<file path="src/rtl/relay_framer.sv">
// rtl/relay_framer.sv - relay framing controller: start/end/timeout detection, mod_type drive, FIFO-backed nibble serializer
module relay_framer #(
    parameter int                   NIBBLE_W     = 4,
    parameter int                   FIFO_DEPTH   = 8,
    parameter int                   SHIFT_DIV    = 16,
    parameter int                   TIMEOUT      = 4096,
    parameter logic [NIBBLE_W-1:0]  READER_START = 4'hc,
    parameter logic [NIBBLE_W-1:0]  TAG_START    = 4'hf
) (
    input  logic                clk,
    input  logic                rst,
    input  logic [NIBBLE_W-1:0] data_in,
    input  logic                data_in_available,
    input  logic [2:0]          hi_simulate_mod_type,
    output logic [2:0]          mod_type,
    output logic                data_out,
    output logic [7:0]          frame_len,
    output logic                frame_done,
    output logic                frame_timeout,
    output logic                overflow
);
    localparam int AW = $clog2(FIFO_DEPTH);
    localparam int DW = $clog2(SHIFT_DIV);
    localparam int BW = (NIBBLE_W > 1) ? $clog2(NIBBLE_W) : 1;
    localparam int IW = $clog2(TIMEOUT);

    typedef enum logic [1:0] {ST_IDLE, ST_LISTEN, ST_MOD} state_t;
    typedef enum logic [1:0] {ROLE_NONE, ROLE_READER, ROLE_TAG} role_t;

    state_t state_q, state_d;
    role_t  role_q, role_now;

    // hist_q[0] is the most recent previously accepted nibble
    logic [3:0][NIBBLE_W-1:0] hist_q;
    logic [7:0]               cnt_q, cnt_inc;
    logic [IW-1:0]            idle_q;
    logic [NIBBLE_W-1:0]      fifo_mem [FIFO_DEPTH];
    logic [AW:0]              wr_ptr, rd_ptr;
    logic [NIBBLE_W-1:0]      sh_q;
    logic                     sh_busy;
    logic [DW-1:0]            div_q;
    logic [BW-1:0]            bit_q;

    logic                role_chg, strobe, start_hit, end_pat, end_hit, timeout_hit;
    logic                fifo_empty, fifo_full, sh_last, pop, push, drop;
    logic [NIBBLE_W-1:0] start_nib;

    always_comb begin
        role_now = ROLE_NONE;
        case (hi_simulate_mod_type)
            3'b101:  role_now = ROLE_READER;
            3'b110:  role_now = ROLE_TAG;
            default: role_now = ROLE_NONE;
        endcase
    end

    assign role_chg  = (role_now != role_q);
    assign strobe    = data_in_available && (role_q != ROLE_NONE) && !role_chg;
    assign cnt_inc   = (cnt_q == 8'hff) ? cnt_q : cnt_q + 8'd1;
    assign start_nib = (role_q == ROLE_READER) ? READER_START : TAG_START;
    assign start_hit = strobe && (state_q == ST_LISTEN) && (hist_q == '0) && (data_in == start_nib);

    // Window is oldest-first: hist_q[2], hist_q[1], hist_q[0], data_in
    assign end_pat = (role_q == ROLE_READER)
                   ? ((hist_q[1] == '0) && (hist_q[0] == '0) && (data_in == '0) &&
                      ((hist_q[2] == '0) || (hist_q[2] == READER_START)))
                   : ((hist_q[0] == '0) && (data_in == '0));
    assign end_hit     = strobe && (state_q == ST_MOD) && !cnt_inc[0] && end_pat;
    assign timeout_hit = !role_chg && !strobe && (state_q == ST_MOD) && (idle_q == IW'(TIMEOUT - 1));

    assign fifo_empty = (wr_ptr == rd_ptr);
    assign fifo_full  = (wr_ptr[AW] != rd_ptr[AW]) && (wr_ptr[AW-1:0] == rd_ptr[AW-1:0]);
    assign sh_last    = sh_busy && (div_q == DW'(SHIFT_DIV - 1)) && (bit_q == BW'(NIBBLE_W - 1));
    // Reload on the last cycle of a nibble so back-to-back nibbles have no gap
    assign pop        = !role_chg && !fifo_empty && (!sh_busy || sh_last);
    assign push       = strobe && (!fifo_full || pop);
    assign drop       = strobe && fifo_full && !pop;
    assign data_out   = sh_busy && sh_q[NIBBLE_W-1];

    always_comb begin
        state_d  = state_q;
        mod_type = 3'b000;
        if (role_chg) begin
            if (role_now == ROLE_NONE) state_d = ST_IDLE;
            else                       state_d = ST_LISTEN;
        end else if (start_hit) begin
            state_d = ST_MOD;
        end else if (end_hit || timeout_hit) begin
            state_d = ST_LISTEN;
        end
        case (state_q)
            ST_LISTEN: mod_type = (role_q == ROLE_READER) ? 3'b011 : 3'b001;
            ST_MOD:    mod_type = (role_q == ROLE_READER) ? 3'b100 : 3'b010;
            default:   mod_type = 3'b000;
        endcase
    end

    always_ff @(posedge clk or posedge rst) begin
        if (rst) begin
            state_q <= ST_IDLE;
            role_q  <= ROLE_NONE;
        end else begin
            state_q <= state_d;
            role_q  <= role_now;
        end
    end

    always_ff @(posedge clk) begin
        if (push) fifo_mem[wr_ptr[AW-1:0]] <= data_in;
    end

    always_ff @(posedge clk or posedge rst) begin
        if (rst) begin
            hist_q        <= '0;
            cnt_q         <= '0;
            idle_q        <= '0;
            wr_ptr        <= '0;
            rd_ptr        <= '0;
            sh_q          <= '0;
            sh_busy       <= 1'b0;
            div_q         <= '0;
            bit_q         <= '0;
            frame_len     <= '0;
            frame_done    <= 1'b0;
            frame_timeout <= 1'b0;
            overflow      <= 1'b0;
        end else begin
            frame_done    <= 1'b0;
            frame_timeout <= 1'b0;
            if (role_chg) begin
                hist_q   <= '0;
                cnt_q    <= '0;
                idle_q   <= '0;
                wr_ptr   <= '0;
                rd_ptr   <= '0;
                sh_q     <= '0;
                sh_busy  <= 1'b0;
                div_q    <= '0;
                bit_q    <= '0;
                overflow <= 1'b0;
            end else begin
                if (strobe) hist_q <= {hist_q[2:0], data_in};

                if (start_hit) begin
                    cnt_q  <= 8'd1;
                    idle_q <= '0;
                end else if (state_q == ST_MOD) begin
                    if (strobe) begin
                        cnt_q  <= cnt_inc;
                        idle_q <= '0;
                        if (end_hit) begin
                            frame_len  <= cnt_inc;
                            frame_done <= 1'b1;
                        end
                    end else if (timeout_hit) begin
                        idle_q        <= '0;
                        frame_len     <= cnt_q;
                        frame_done    <= 1'b1;
                        frame_timeout <= 1'b1;
                    end else begin
                        idle_q <= idle_q + IW'(1);
                    end
                end

                if (push) wr_ptr <= wr_ptr + (AW+1)'(1);
                if (pop)  rd_ptr <= rd_ptr + (AW+1)'(1);
                if (drop) overflow <= 1'b1;

                if (pop) begin
                    sh_q    <= fifo_mem[rd_ptr[AW-1:0]];
                    sh_busy <= 1'b1;
                    div_q   <= '0;
                    bit_q   <= '0;
                end else if (sh_busy) begin
                    if (div_q == DW'(SHIFT_DIV - 1)) begin
                        div_q <= '0;
                        if (bit_q == BW'(NIBBLE_W - 1)) begin
                            sh_busy <= 1'b0;
                        end else begin
                            sh_q  <= sh_q << 1;
                            bit_q <= bit_q + BW'(1);
                        end
                    end else begin
                        div_q <= div_q + DW'(1);
                    end
                end
            end
        end
    end
endmodule
</file>
<file path="config.mk">
export PLATFORM = sky130hd
export DESIGN_NAME = relay_framer
export DESIGN_NICKNAME = d
export VERILOG_FILES = /design/src/rtl/relay_framer.sv
export SDC_FILE = /design/constraint.sdc
export NUM_CORES = 1
export LEC_CHECK = 0
export CORE_ASPECT_RATIO = 1.4
export CORE_MARGIN = 2
export CORE_UTILIZATION = 54
export CTS_CLUSTER_SIZE = 12
export DETAILED_ROUTE_END_ITERATION = 12
export PLACE_DENSITY_LB_ADDON = 0.2
export SYNTH_ARGS = -nofsm -noshare
export SYNTH_HDL_FRONTEND = slang
export SYNTH_SLANG_ARGS = --single-unit
</file>
<file path="constraint.sdc">
create_clock -name clk -period 2.3 [get_ports clk]
set_clock_uncertainty 0.2 [all_clocks]
set_input_delay 0.345 -clock clk [delete_from_list [all_inputs] [get_ports clk]]
set_output_delay 0.345 -clock clk [all_outputs]
set_load 0.05 [all_outputs]
</file>
# Yosys cells after proc, flatten, opt, wreduce, memory -nomap -nowiden

Memories as Yosys holds them, arrays and structs flattened.
Index checks and enable logic that the tools add are counted.

Add/sub/neg operators: 6
Multipliers: 0
Divide/modulo/power cells: 0
$lt $le $gt $ge: 0
Equal/unequal tests: 17
Shifts and indexed selects: 0
Multiplexer cells: 62
Bitwise gates (word level): 2
Reductions and logical operators: 55

Operators with widths:

| kind                                                 | count |
|---|---|
| 2-to-1 mux 8 bit                                     | 8 |
| 2-to-1 mux 12 bit                                    | 5 |
| 2-to-1 mux 4 bit                                     | 13 |
| 2-to-1 mux 16 bit                                    | 2 |
| logical AND 1 bit                                    | 24 |
| 2-to-1 mux 1 bit                                     | 21 |
| 2-to-1 mux 2 bit                                     | 10 |
| zero test 16 bit                                     | 1 |
| zero test 4 bit                                      | 4 |
| nonzero test 3 bit                                   | 5 |
| adder 12 x 1 -> 12 bit (second input constant)       | 1 |
| adder 4 x 1 -> 4 bit (second input constant)         | 3 |
| equality test 12 bit (second input constant)         | 1 |
| nonzero test 2 bit                                   | 6 |
| adder 8 x 1 -> 8 bit (second input constant)         | 1 |
| equality test 4 bit                                  | 2 |
| equality test 4 bit (second input constant)          | 2 |
| equality test 8 bit (second input constant)          | 1 |
| zero test 1 bit                                      | 7 |
| equality test 3 bit (second input constant)          | 2 |
| one-hot mux 3 bit (2 select lines)                   | 1 |
| AND reduction 5 bit                                  | 1 |
| equality test 2 x 1 -> 1 bit (second input constant) | 2 |
| equality test 2 bit (second input constant)          | 2 |
| other kinds (13)                                     | 17 |

Bits in registers: 70
Bits in latches: 0
RAM bits: 32
Bits in read-only memories: 0
Input bits: 10
Word-level logic and storage cells: 161
Memories: 1

Memory list:

| memory   | depth | width | read ports | clocked after memory_dff | wr ports | RTL line | RTL |
|---|---|---|---|---|---|---|---|
| fifo_mem | 8     | 4     | 1          | 0                        | 1        | 37       | `logic [NIBBLE_W-1:0] fifo_mem [FIFO_DEPTH];` |

# Depth between registers and ports, before layout

Gate-level depths: netlist of run 1.

Depth in word-level cells: 14
Mapped depth: 8
Gate-level depth less buffers: 7

# Least setup slack after synthesis of run 1

No wires, ideal clock.

Path kind: reg-to-output
Start: register state_q[0]
End: output port mod_type[2]
Arrival: 1963 ps
Required time: 1755 ps
Setup slack: -208 ps
Cell stages (with the launch flop): 5
Path buffers: 1
Path through: dfrtp_1 inv_1 ha_1 clkbuf_1 nor3b_1

Word-level cells in the longest chain between the ends: 2
Elaborated cells between the ends (all ways): 3
Classes of those cells: eq/ne: 2; mux: 1

Ends and longest elaborated chain:

| item                                                                | RTL line | RTL |
|---|---|---|
| start: declaration                                                  | 30       | `state_t state_q, state_d;` |
| start signal: assignment                                            | 103      | `state_q <= state_d;` |
| equality test 2 bit or equality test 2 x 1 -> 1 bit (tied branches) | 91       | `case (state_q)` |
| one-hot mux 3 bit (2 select lines) *                                | 91       |  |
| end: declaration                                                    | 15       | `output logic [2:0] mod_type,` |

Every way passes the cells marked *; elsewhere a longest branch is shown, timed or not.

# Worst setup path in the final report of run 1

Start: register hist_q[10] (netlist name)
End: register idle_q[10]

Word-level cells in the longest chain between the ends: 5
Elaborated cells between the ends (all ways): 6
Classes of those cells: mux: 2; reduce/logical: 4

Ends and longest elaborated chain:

| item                             | RTL line | RTL |
|---|---|---|
| start: declaration               | 34       | `logic [3:0][NIBBLE_W-1:0] hist_q;` |
| start signal: assignment         | 142      | `if (strobe) hist_q <= {hist_q[2:0], data_in};` |
| zero test 16 bit *               | 61       | `assign start_hit = strobe && (state_q == ST_LISTEN) && (hist_q == '0) && (data_in == start_nib);` |
| logical AND 1 bit * (2 in a row) | 61       |  |
| 2-to-1 mux 12 bit                | 144      | `if (start_hit) begin` |
| 2-to-1 mux 12 bit                | 130      | `if (role_chg) begin` |
| end signal: assignment           | 161      | `idle_q <= idle_q + IW'(1);` |
| end: declaration                 | 36       | `logic [IW-1:0] idle_q;` |

Marks and branches as above.
A chain may end at the register's enable or synchronous reset.

==> results of run 1 <==
## final timing paths
| kind | startpoint | to | slack (ns) | depth (start not counted) |
|---|---|---|---|---|
| max | hist_q[10] | idle_q[10] | 0.03 | 6 |
| min | rst | hist_q[4] | 0.28 | 3 |
| max reg2reg | hist_q[10] | idle_q[10] | 0.03 | 6 |
| min reg2reg | frame_len[6] | frame_len[6] | 0.31 | 1 |
| max in group asynchronous | rst | frame_len[1] | 1.24 | 3 |
| min in group clk | frame_len[6] | frame_len[6] | 0.31 | 1 |
## sequential cells by signal, indices dropped and copies added (netlist names)
signal         cells
fifo_mem          32
rd_ptr             4
div_q              4
overflow           1
frame_timeout      1
hist_q            16
idle_q            12
role_q             2
wr_ptr             4
frame_len          8
frame_done         1
sh_busy            1
sh_q               4
bit_q              2
state_q            2
cnt_q              8
## through the flow
step	hold WS (ns)	area (um2)	TNS, ns	power [mW]
floorplan	0.2439	5091	0	2.775
finish	0.2755	6371	0	4.632
global placement	0.2854	5962	-18.58	3.064
CTS	0.2856	6307	-0.006706	4.648
global route	0.3228	6371	-0.1447	4.856
detailed placement	0.2965	5962	-25.20	3.096
## layer usage
metal,part of all wire,GRT usage,vias up
li1,-,-,1861
met1,0.39,0.2940,1918
met2,0.55,0.4239,108
met3,0.033,0.03003,22
met4,0.029,0.1151,0
met5,0,0,-
## power groups by stage
stage          sequential [mW]  combinational [mW]  clock [mW]
6_report                  2.13               0.964        1.54
5_1_grt                   2.15                1.06        1.64
4_1_cts                   2.13               0.954        1.57
3_5_place_dp              2.16               0.935           0
3_3_place_gp              2.16               0.906           0
2_1_floorplan             2.12               0.652           0
## placed cells by master, fill, tap and decap left out, types with 6 or more instances in the layout
cell / n
nor3_1: 10
a21oi_1: 27
dfrtp_1: 69
xnor2_1: 10
inv_1: 15
mux2i_1: 10
clkdlybuf4s50_1: 18
edfxtp_1: 32
ha_1: 7
a211oi_1: 6
nand2_1: 60
nand3_1: 20
mux2_2: 13
a31oi_1: 8
buf_4: 72
mux4_2: 8
xor2_1: 7
clkbuf_16: 9
nor2_1: 30
## critical path: stages, from the launching register on
cell      delay (ns)
dfrtp_1         0.38
or4_4           0.55
nor3_4          0.25
nand4_4         0.19
buf_6           0.18
a2111o_1        0.35
o21ai_1         0.08
## what timing repair did
item,in CTS,in global routing
buffers inserted,2,2
gates cloned,0,0
hold buffers,0,0
resized for setup,9,13
endpoints found under the setup margin,44,42
pin swaps,4,11
## logic make-up (layout without fill, tap and decap cells)
logic type | Yosys count | in the layout | synth area share
adder cells (fa/ha/maj) | 8 | 8 | 0.01974
flip-flops | 102 | 102 | 0.5350
AO/OA/AOI/OAI | 89 | 89 | 0.1246
multiplexers | 31 | 31 | 0.08416
XOR/XNOR | 17 | 17 | 0.02937
buffers and inverters | 38 | 132 | 0.03134
AND/OR/NAND/NOR | 174 | 174 | 0.1757
## area by class of cell
cell class / count / share of cell area
inverters: 16 / 0.01002
clock buffers: 9 / 0.03535
clock inverters: 7 / 0.01277
flip-flops and latches: 102 / 0.4260
repair buffers: 100 / 0.1365
multi-input cells: 319 / 0.3584
well taps: 107 / 0.02101
## synth_stat cells (all sizes together), types with 2 or more instances
cell	n	area, um2
a31oi	8	50.05
mux2	13	146.4
a22oi	2	28.78
a22o	4	35.03
nand4	6	58.80
edfxtp	32	960.9
and4	4	35.03
nor2b	4	25.02
nand4b	2	17.52
o211ai	4	30.03
mux4	8	180.2
mux2i	10	100.1
or4	2	18.77
dfrtp	70	1752
and3b	2	17.52
inv	16	60.06
ha	8	100.1
a32oi	3	26.28
nand2	60	225.2
or2	3	18.77
xnor2	10	87.58
xor2	7	61.31
a21oi	29	148.9
nor2	32	120.1
nand3	21	105.1
o21ai	10	53.80
and2	5	33.78
o21a	3	22.52
o2bb2ai	4	35.03
nand2b	3	18.77
clkbuf	15	58.81
o221ai	2	17.52
nor3	14	81.33
a211oi	7	65.06
and4bb	2	25.02
or3	3	18.77
buf	7	40.03
nor4	3	18.77
a221o	5	50.05
and3	6	37.54
==> results.md, run 1 <==
* Status: complete, no violations
* Placed cells at 640
* Fin crit period at 2.270 ns
* WL final at ~12 mm
* Cell Int Power at about 3.3 mW
* Worst Hold Class: primary input to async pin
* FF+latch count, synth at 102
* Largest net degree at the start of global routing at 39
* HPWL Detailed at 8.339 mm
* Row Count at 41
* Crit path arrival time at roughly 2.3 ns
* Share of layout cells above drive strength 1 at 0.2640
* Critical Path RT at 2.37 ns
* Syn Std Cell Area at 0.005070 mm2
* Post-Syn Area per Cell at 11.05 um2
* CP Launch Type: flip-flop
* Setup crit end kind: flip-flop
* Final core occ at 0.7017
* First-pass GRT wire length at 19.35 mm
* YS warnings at 0
* Count of cell types in the netlist at between 60 and 70
* Total GRT Usage at 0.2435
* Comb pwr share at 0.208
* Total clock sinks at 102
* P per Cell Area at 727.0 mW/mm2
* Relative slew margins at 0.6609
* Cell Count, Final, Fillers Out at 660
* Slew Limit Fails at 0
* Post-synth EDFFs at 32
* Clock Power Share at 0.332
* Buffers on Ports at 24
* Setup CP Type: flip-flop to flip-flop
* MaxCap Viol Count at 0
* Post-synth top flop: dfrtp_1
* VDD IR-drop max at 0.0004586 V
* Post-synthesis sequential area ratio at 0.5350
* Die Width at between 80 and 90 um
* Num CTS Buffers at 9
* Filler instances at 664
* Post-synth ARST share at 0.6863
* Area Growth Syn to Fin at 25.67%
* CTS tree: built
* Starting Density at 0.5584
* Avg Vias per Cell at 5.923
* Worst-Skew Late Latency at 0.35 ns
* FMAX at 0.4406 GHz
* Routed Antenna Nets at 0
* ANT cells at 0
* Multi-input gate area at 0.002283 mm2
* Register area at 0.002714 mm2
* RSZ-0062 raised after global routing: yes
* Psw at 1.309 mW
* CORE AREA at 0.009080 mm2
* Vias after detailed routing at 3,909
* # DRC at 0
* Hold Violations, Final at 0
* Die H at 118.6 um
* Slew at the pin with the worst max-slew slack at approximately 0.51 ns
* DR WL/cell at about 18 um
* Root Buffer: clkbuf_16
* Die ar. at 0.01019 mm2
* Vias in the first global route at 4,021
* Post-Syn Nets at 477
* Clock transition at the registers of the reported paths at roughly 0.07 ns
* Total gr overflow at 0
* Pre-antenna DRT Iters at 5
* Crit Path Max Fanout at 7
* Mapped Cells at 459
* Setup WS post-layout at 0.03044 ns
* Fin nets at 566
* # setup viols final at 0
* Clk buf depth at 2
* Boundary Pins at 25
* Sw Share at 0.2826
* GPL Wtd Cong at between 0.8 and 0.9
* Register share of total power at 0.460
* Place WS at -0.4524 ns
* Leak pwr at 2.675 nW
* Post-route clock period utilization at 0.9868
* H-tree depth at 3
* Initial detailed-routing violation count at 359
* Initial antenna violation count at 0
(Power assumes the default switching activity.)
==> run 2: changes to the inputs <==
--- a/config.mk
+++ b/config.mk
@@ -6,7 +6,7 @@
 export NUM_CORES = 1
 export LEC_CHECK = 0
 export CORE_ASPECT_RATIO = 1.4
-export CORE_MARGIN = 2
+export CORE_MARGIN = 1.5
 export CORE_UTILIZATION = 54
 export CTS_CLUSTER_SIZE = 12
 export DETAILED_ROUTE_END_ITERATION = 12
==> results.md, run 2 (same netlist as run 1, synthesis figures left out) <==
* Status: finished, violations left (was complete, no violations)
* Failing checks: design-rule violations, negative setup slack
* Initial detailed-routing violation count at 228 (was 359)
* # DRC at 2 (was 0)
* Slew at the pin with the worst max-slew slack at 0.5413 ns (was 0.5086 ns)
* GPL Wtd Cong at 0.8732 (was 0.8521)
* Setup CP Type: flip-flop to flip-flop (unchanged)
* Routed Antenna Nets at 0 (unchanged)
* Vias after detailed routing at 3,905 (was 3,909)
* Crit Path Max Fanout at 5 (was 7)
* Most frequent cells in the layout: buf_4 (71), dfrtp_1 (70), nand2_1 (60) (was buf_4 (72), dfrtp_1 (69), nand2_1 (60))
* Leak pwr at 2.682 nW (was 2.675 nW)
* Clk buf depth at 2 (unchanged)
* Pre-antenna DRT Iters at 9 (was 5)
* Setup crit end kind: flip-flop (unchanged)
* Critical Path RT at 2.38 ns (was 2.37 ns)
* Fin crit period at 2.326 ns (was 2.270 ns)
* Setup WS post-layout at -0.02554 ns (was 0.03044 ns)
* Cell Count, Final, Fillers Out at 661 (was 660)
* CORE AREA at 0.009080 mm2 (unchanged)
* ANT cells at 0 (unchanged)
* Total GRT Usage at 0.2431 (was 0.2435)
* CP Launch Type: flip-flop (unchanged)
* FMAX at 0.4300 GHz (was 0.4406 GHz)
* Number of flip-flops under the largest register name at 32 (unchanged)
* Fin nets at 567 (was 566)
* Buffers on Ports at 24 (unchanged)
* Boundary Pins at 25 (unchanged)
* Share of layout cells above drive strength 1 at 0.2671 (was 0.2640)
* Commonest non-fill, non-tap cell in the layout: buf_4 (unchanged)
* Root Buffer: clkbuf_16 (unchanged)
* Filler instances at 658 (was 664)
* Die ar. at 0.009987 mm2 (was 0.01019 mm2)
* Slew Limit Fails at 0 (unchanged)
* DR WL/cell at 17.53 um (was 17.56 um)
* Total power draw at 4.639 mW (was 4.632 mW)
* RSZ-0062 raised after global routing: yes (unchanged)
* CTS Hold Bufs at 0 (unchanged)
* MaxCap Viol Count at 0 (unchanged)
* Area Growth Syn to Fin at 26.26% (was 25.67%)
* Total clock sinks at 102 (unchanged)
* First-pass GRT wire length at 19.15 mm (was 19.35 mm)
* Row Count at 41 (unchanged)
* Total gr overflow at 0 (unchanged)
* Register area at 0.002713 mm2 (was 0.002714 mm2)
* Starting Density at 0.5584 (unchanged)
* Avg Vias per Cell at 5.908 (was 5.923)
* Placed cells at 638 (was 640)
* VDD IR-drop max at 0.0005244 V (was 0.0004586 V)
* HPWL Detailed at 8.339 mm (about the same)
* CTS tree: built (unchanged)
* Die Width at 84.89 um (was 85.89 um)
* Hold Violations, Final at 0 (unchanged)
* Worst Hold Class: primary input to async pin (unchanged)
* Relative slew margins at 0.6384 (was 0.6609)
* Largest net degree at the start of global routing at 33 (was 39)
* Post-route clock period utilization at 1.011 (was 0.9868)
* # setup viols final at 9 (was 0)
* H-tree depth at 3 (unchanged)
* Clock transition at the registers of the reported paths at 0.07 ns (about the same)
* Num CTS Buffers at 9 (unchanged)
* Multi-input gate area at 0.002298 mm2 (was 0.002283 mm2)
* Vias in the first global route at 4,004 (was 4,021)
* WL final at 11.59 mm (about the same)
* P per Cell Area at 724.6 mW/mm2 (was 727.0 mW/mm2)
* Worst-Skew Late Latency at 0.34 ns (was 0.35 ns)
* Initial antenna violation count at 0 (unchanged)
* Die H at 117.6 um (was 118.6 um)
* Crit path arrival time at 2.41 ns (was 2.34 ns)
[run 2: changes by cell type in the layout (fill, tap and decap cells not counted), sizes merged]
cell      change
buf           +1
clkinvlp      +3
clkbuf        +1
clkinv        -3
inv           -1
[run 2: through the flow]
| step | setup slack (ns) | utilization | hold WS, ns | setup TNS [ns] | area, um2 |
|---|---|---|---|---|---|
| finish | -0.02554 | 0.7050 | 0.1974 | -0.1216 | 6401 |
| CTS | -0.02835 | 0.7002 | 0.2148 | -0.1843 | 6357 |
| floorplan | 0.005979 | - | 0.2439 | 0 | 5091 |
| detailed placement | -0.4831 | 0.6563 | 0.2968 | -23.62 | 5959 |
| global placement | -0.3505 | 0.6563 | 0.2831 | -18.37 | 5959 |
| global route | -0.1062 | 0.7050 | 0.2587 | -1.593 | 6401 |
[run 2: final timing paths]
| check | startpoint | end | slack (ns) | cells past startpoint |
|---|---|---|---|---|
| max | hist_q[8] | idle_q[0] | -0.03 | 8 |
| min in group clk | hi_simulate_mod_type[1] | role_q[1] | 0.30 | 2 |
| min reg2reg | frame_len[4] | frame_len[4] | 0.31 | 1 |
| max in group asynchronous | rst | sh_q[3] | 1.12 | 3 |
| min | rst | hist_q[13] | 0.20 | 2 |
| max reg2reg | hist_q[8] | idle_q[0] | -0.03 | 8 |
[run 2: power by group]
part / switching (mW) / internal [mW] / total, mW / leakage [nW]
Combinational: 0.510 / 0.482 / 0.992 / 1.31
Sequential: 0.140 / 2.00 / 2.14 / 1.24
Clock: 0.658 / 0.849 / 1.51 / 0.135
[run 2: repair_timing]
item / in CTS / in global routing
endpoints found under the hold margin: 0 / 0
setup endpoints to repair: 51 / 31
pin swaps: 5 / 5
buffers inserted: 5 / 1
gates cloned: 1 / 0
gates resized for setup: 17 / 7
[run 2: final cells by class]
cell class / instances / share of cell area
Multi-Input combinational cell: 319 / 0.3591
Clock inverter: 6 / 0.01095
Timing Repair Buffer: 101 / 0.1396
Inverter: 16 / 0.009969
Clock buffer: 10 / 0.03577
Sequential cell: 102 / 0.4238
Tap cell: 107 / 0.02091
[run 2: worst max-delay path, cell delays in order, from the launching register on]
cell and delay [ns]:
dfrtp_1 0.39, nor4_1 0.37, buf_4 0.18, and4_2 0.26, nand4_4 0.13, buf_6 0.16
a211oi_4 0.26, buf_6 0.17, mux2_2 0.14
[run 2: metal layers]
layer  up-vias  wire, um  track usage
li1       1862         -            -
met1      1940      4542       0.2808
met2        83      6387       0.4415
met3        20       405      0.04208
met4         0       253      0.09529
met5         -         0            0
==> run 3: changes to the inputs <==
--- a/config.mk
+++ b/config.mk
@@ -7,7 +7,7 @@
 export LEC_CHECK = 0
 export CORE_ASPECT_RATIO = 1.4
 export CORE_MARGIN = 1.5
-export CORE_UTILIZATION = 54
+export CORE_UTILIZATION = 55
 export CTS_CLUSTER_SIZE = 12
 export DETAILED_ROUTE_END_ITERATION = 12
 export PLACE_DENSITY_LB_ADDON = 0.2
==> constraint.sdc (replaced) <==
create_clock -name clk -period 2.7 [get_ports clk]
set_clock_uncertainty 0.2 [all_clocks]
set_input_delay 0.405 -clock clk [delete_from_list [all_inputs] [get_ports clk]]
set_output_delay 0.405 -clock clk [all_outputs]
set_load 0.05 [all_outputs]
==> results.md, run 3 (same netlist as run 1, synthesis figures left out) <==
* WL final at 11.10 mm (was 11.59 mm)
* GPL Wtd Cong at 0.8721 (was 0.8732)
* Root Buffer: clkbuf_16 (unchanged)
* Initial detailed-routing violation count at 333 (was 228)
* Relative slew margins at 0.6134 (was 0.6384)
* Slew at the pin with the worst max-slew slack at 0.5745 ns (was 0.5413 ns)
* Fin nets at 534 (was 567)
* Hold WS at 0.1887 ns (was 0.1974 ns)
* Setup crit end kind: output pin (was flip-flop)
* Reg2reg end: fifo_mem[2][1] (was idle_q[0])
* Max stage delay on crit path at 0.84 ns (was 0.39 ns)
* Setup CP Type: flip-flop to output pin (was flip-flop to flip-flop)
* Worst Hold Class: primary input to async pin (unchanged)
* Commonest non-fill, non-tap cell in the layout: dfrtp_1 (was buf_4)
* Buffers on Ports at 24 (unchanged)
* Number of flip-flops under the largest register name at 32 (unchanged)
* CTS tree: built (unchanged)
* Die Width at 84.15 um (was 84.89 um)
* Clock transition at the registers of the reported paths at 0.07 ns (about the same)
* # DRC at 0 (was 2)
* H-tree depth at 3 (unchanged)
* Largest net degree at the start of global routing at 28 (was 33)
* Vias in the first global route at 3,869 (was 4,004)
* MaxCap Viol Count at 0 (unchanged)
* Leak pwr at 2.479 nW (was 2.682 nW)
* Area Growth Syn to Fin at 18.11% (was 26.26%)
* Status: complete, no violations (was finished, violations left)
* R2R Path Start: div_q[0] (was hist_q[8])
* Initial antenna violation count at 0 (unchanged)
* Starting Density at 0.5647 (was 0.5584)
* Filler instances at 675 (was 658)
* Worst r2r path cells at 7 (was 8)
* First-pass GRT wire length at 18.86 mm (was 19.15 mm)
* Place WS at -0.1392 ns (was -0.4831 ns)
* # setup viols final at 0 (was 9)
* Setup WS post-layout at 0.1650 ns (was -0.02554 ns)
* Clk buf depth at 2 (unchanged)
* Critical Path RT at 2.10 ns (was 2.38 ns)
* Total clock sinks at 102 (unchanged)
* Max stage delay cell, worst path: clkdlybuf4s50_1 (was dfrtp_1)
* Num CTS Buffers at 9 (unchanged)
* Post-route clock period utilization at 0.9389
* CP endpoint: mod_type[0] (was idle_q[0])
* FMAX at slightly below 0.4 GHz
* Worst-Skew Late Latency at 0.35 ns (was 0.34 ns)
* CP Launch Type: flip-flop (unchanged)
* RSZ-0062 raised after global routing: no (was yes)
* Vias after detailed routing at 3,787 (was 3,905)
* Slew Limit Fails at 0 (unchanged)
* DR WL/cell at 17.68 um (was 17.53 um)
* Share of layout cells above drive strength 1 at 0.1862 (was 0.2671)
* Pre-antenna DRT Iters at 4 (was 9)
* Fin crit period at 2.535 ns
* CORE AREA at 0.008977 mm2 (was 0.009080 mm2)
* Most frequent cells in the layout: dfrtp_1 (70), nand2_1 (60), buf_4 (43) (was buf_4 (71), dfrtp_1 (70), nand2_1 (60))
* Die H at 116.6 um (was 117.6 um)
* Row Count at 41 (unchanged)
* Routed Antenna Nets at 0 (unchanged)
* ANT cells at 0 (unchanged)
* Setup slack, reg-to-reg at 0.30 ns (was -0.03 ns)
* Boundary Pins at 25 (unchanged)
* Placed cells at 612 (was 638)
* Hold Violations, Final at 0 (unchanged)
* HPWL Detailed at 8.259 mm (was 8.339 mm)
* VDD IR-drop max at 0.0004683 V (was 0.0005244 V)
* Crit path arrival time at 1.93 ns (was 2.41 ns)
* Total gr overflow at 0 (unchanged)
* CP startpoint: state_q[1] (was hist_q[8])
* Total GRT Usage at 0.2490 (was 0.2431)
* Cell Count, Final, Fillers Out at 628 (was 661)
* Cells along the critical path: inv_1, ha_1, clkdlybuf4s50_1 (was nor4_1, buf_4, and4_2, nand4_4, buf_6, a211oi_4, buf_6, mux2_2)
* Avg Vias per Cell at 6.030 (was 5.908)
* P per Cell Area at 631.7 mW/mm2 (was 724.6 mW/mm2)
* Die ar. at 0.009811 mm2 (was 0.009987 mm2)
* Crit Path Max Fanout at 3 (was 5)
==> run 3: changes by cell type in the layout (fill, tap and decap cells not counted), moves of 3 or more <==
| cell | change |
|---|---|
| buf_4 | -28 |
| clkdlybuf4s50_1 | +4 |
| buf_12 | -3 |
| buf_6 | -3 |
| dlygate4sd2_1 | -3 |
| o2bb2ai_1 | +3 |
| o2bb2ai_2 | -3 |
==> run 3: worst min path at each step <==
stage                       from           end  slack (ns)  cells past startpoint
detailed placement  frame_len[7]  frame_len[7]        0.30                      1
floorplan              wr_ptr[3]     wr_ptr[3]        0.27                      1
global route                 rst     role_q[0]        0.24                      2
finish                       rst     role_q[0]        0.19                      2
CTS                          rst     hist_q[2]        0.21                      2
global placement       wr_ptr[3]     wr_ptr[3]        0.28                      1
==> run 3: layout make-up <==
cell class	instances	area, um2	share of cell area
clock inverter	6	37.54	0.006268
clock buffer	10	239.0	0.03991
timing repair buffer	68	603.1	0.1007
tap	107	133.9	0.02236
multi-input combinational	319	2202	0.3677
sequential	102	2713	0.4530
inverter	16	60.06	0.01003
==> run 3: routing by layer <==
| metal | GRT usage | part of all wire | vias up |
|---|---|---|---|
| met1 | 0.2829 | 0.39 | 1872 |
| li1 | - | - | 1792 |
| met2 | 0.4539 | 0.54 | 98 |
| met3 | 0.03110 | 0.037 | 25 |
| met5 | 0 | 0 | - |
| met4 | 0.1421 | 0.036 | 0 |
==> run 3: critical path: cells and delay by family, from the launching register on <==
kind	cells	cell delay, ns
fa+ha+maj	1	0.27
flops	1	0.39
buf+inv	2	0.92
==> run 3: report_power, final <==
part | internal [mW] | switching, mW | leakage, nW
Sequential | 1.70 | 0.129 | 1.24
Clock | 0.645 | 0.556 | 0.132
Combinational | 0.348 | 0.402 | 1.11
Total | 2.70 | 1.09 | 2.48
==> run 3: metrics by stage <==
stage	util	setup TNS, ns	power [mW]	area [um2]
finish	0.6670	0	3.783	5988
floorplan	-	0	2.361	5070
detailed placement	0.6358	-2.267	2.617	5708
CTS	0.6666	0	3.808	5984
global placement	0.6358	-0.6449	2.581	5708
global route	0.6670	0	3.948	5988
==> run 3: timing repair <==
action,4_1_cts,5_1_grt
hold endpoints to repair,0,0
hold buffers,0,0
setup buffers,0,0
gates resized for setup,0,1
setup endpoints to repair,0,2
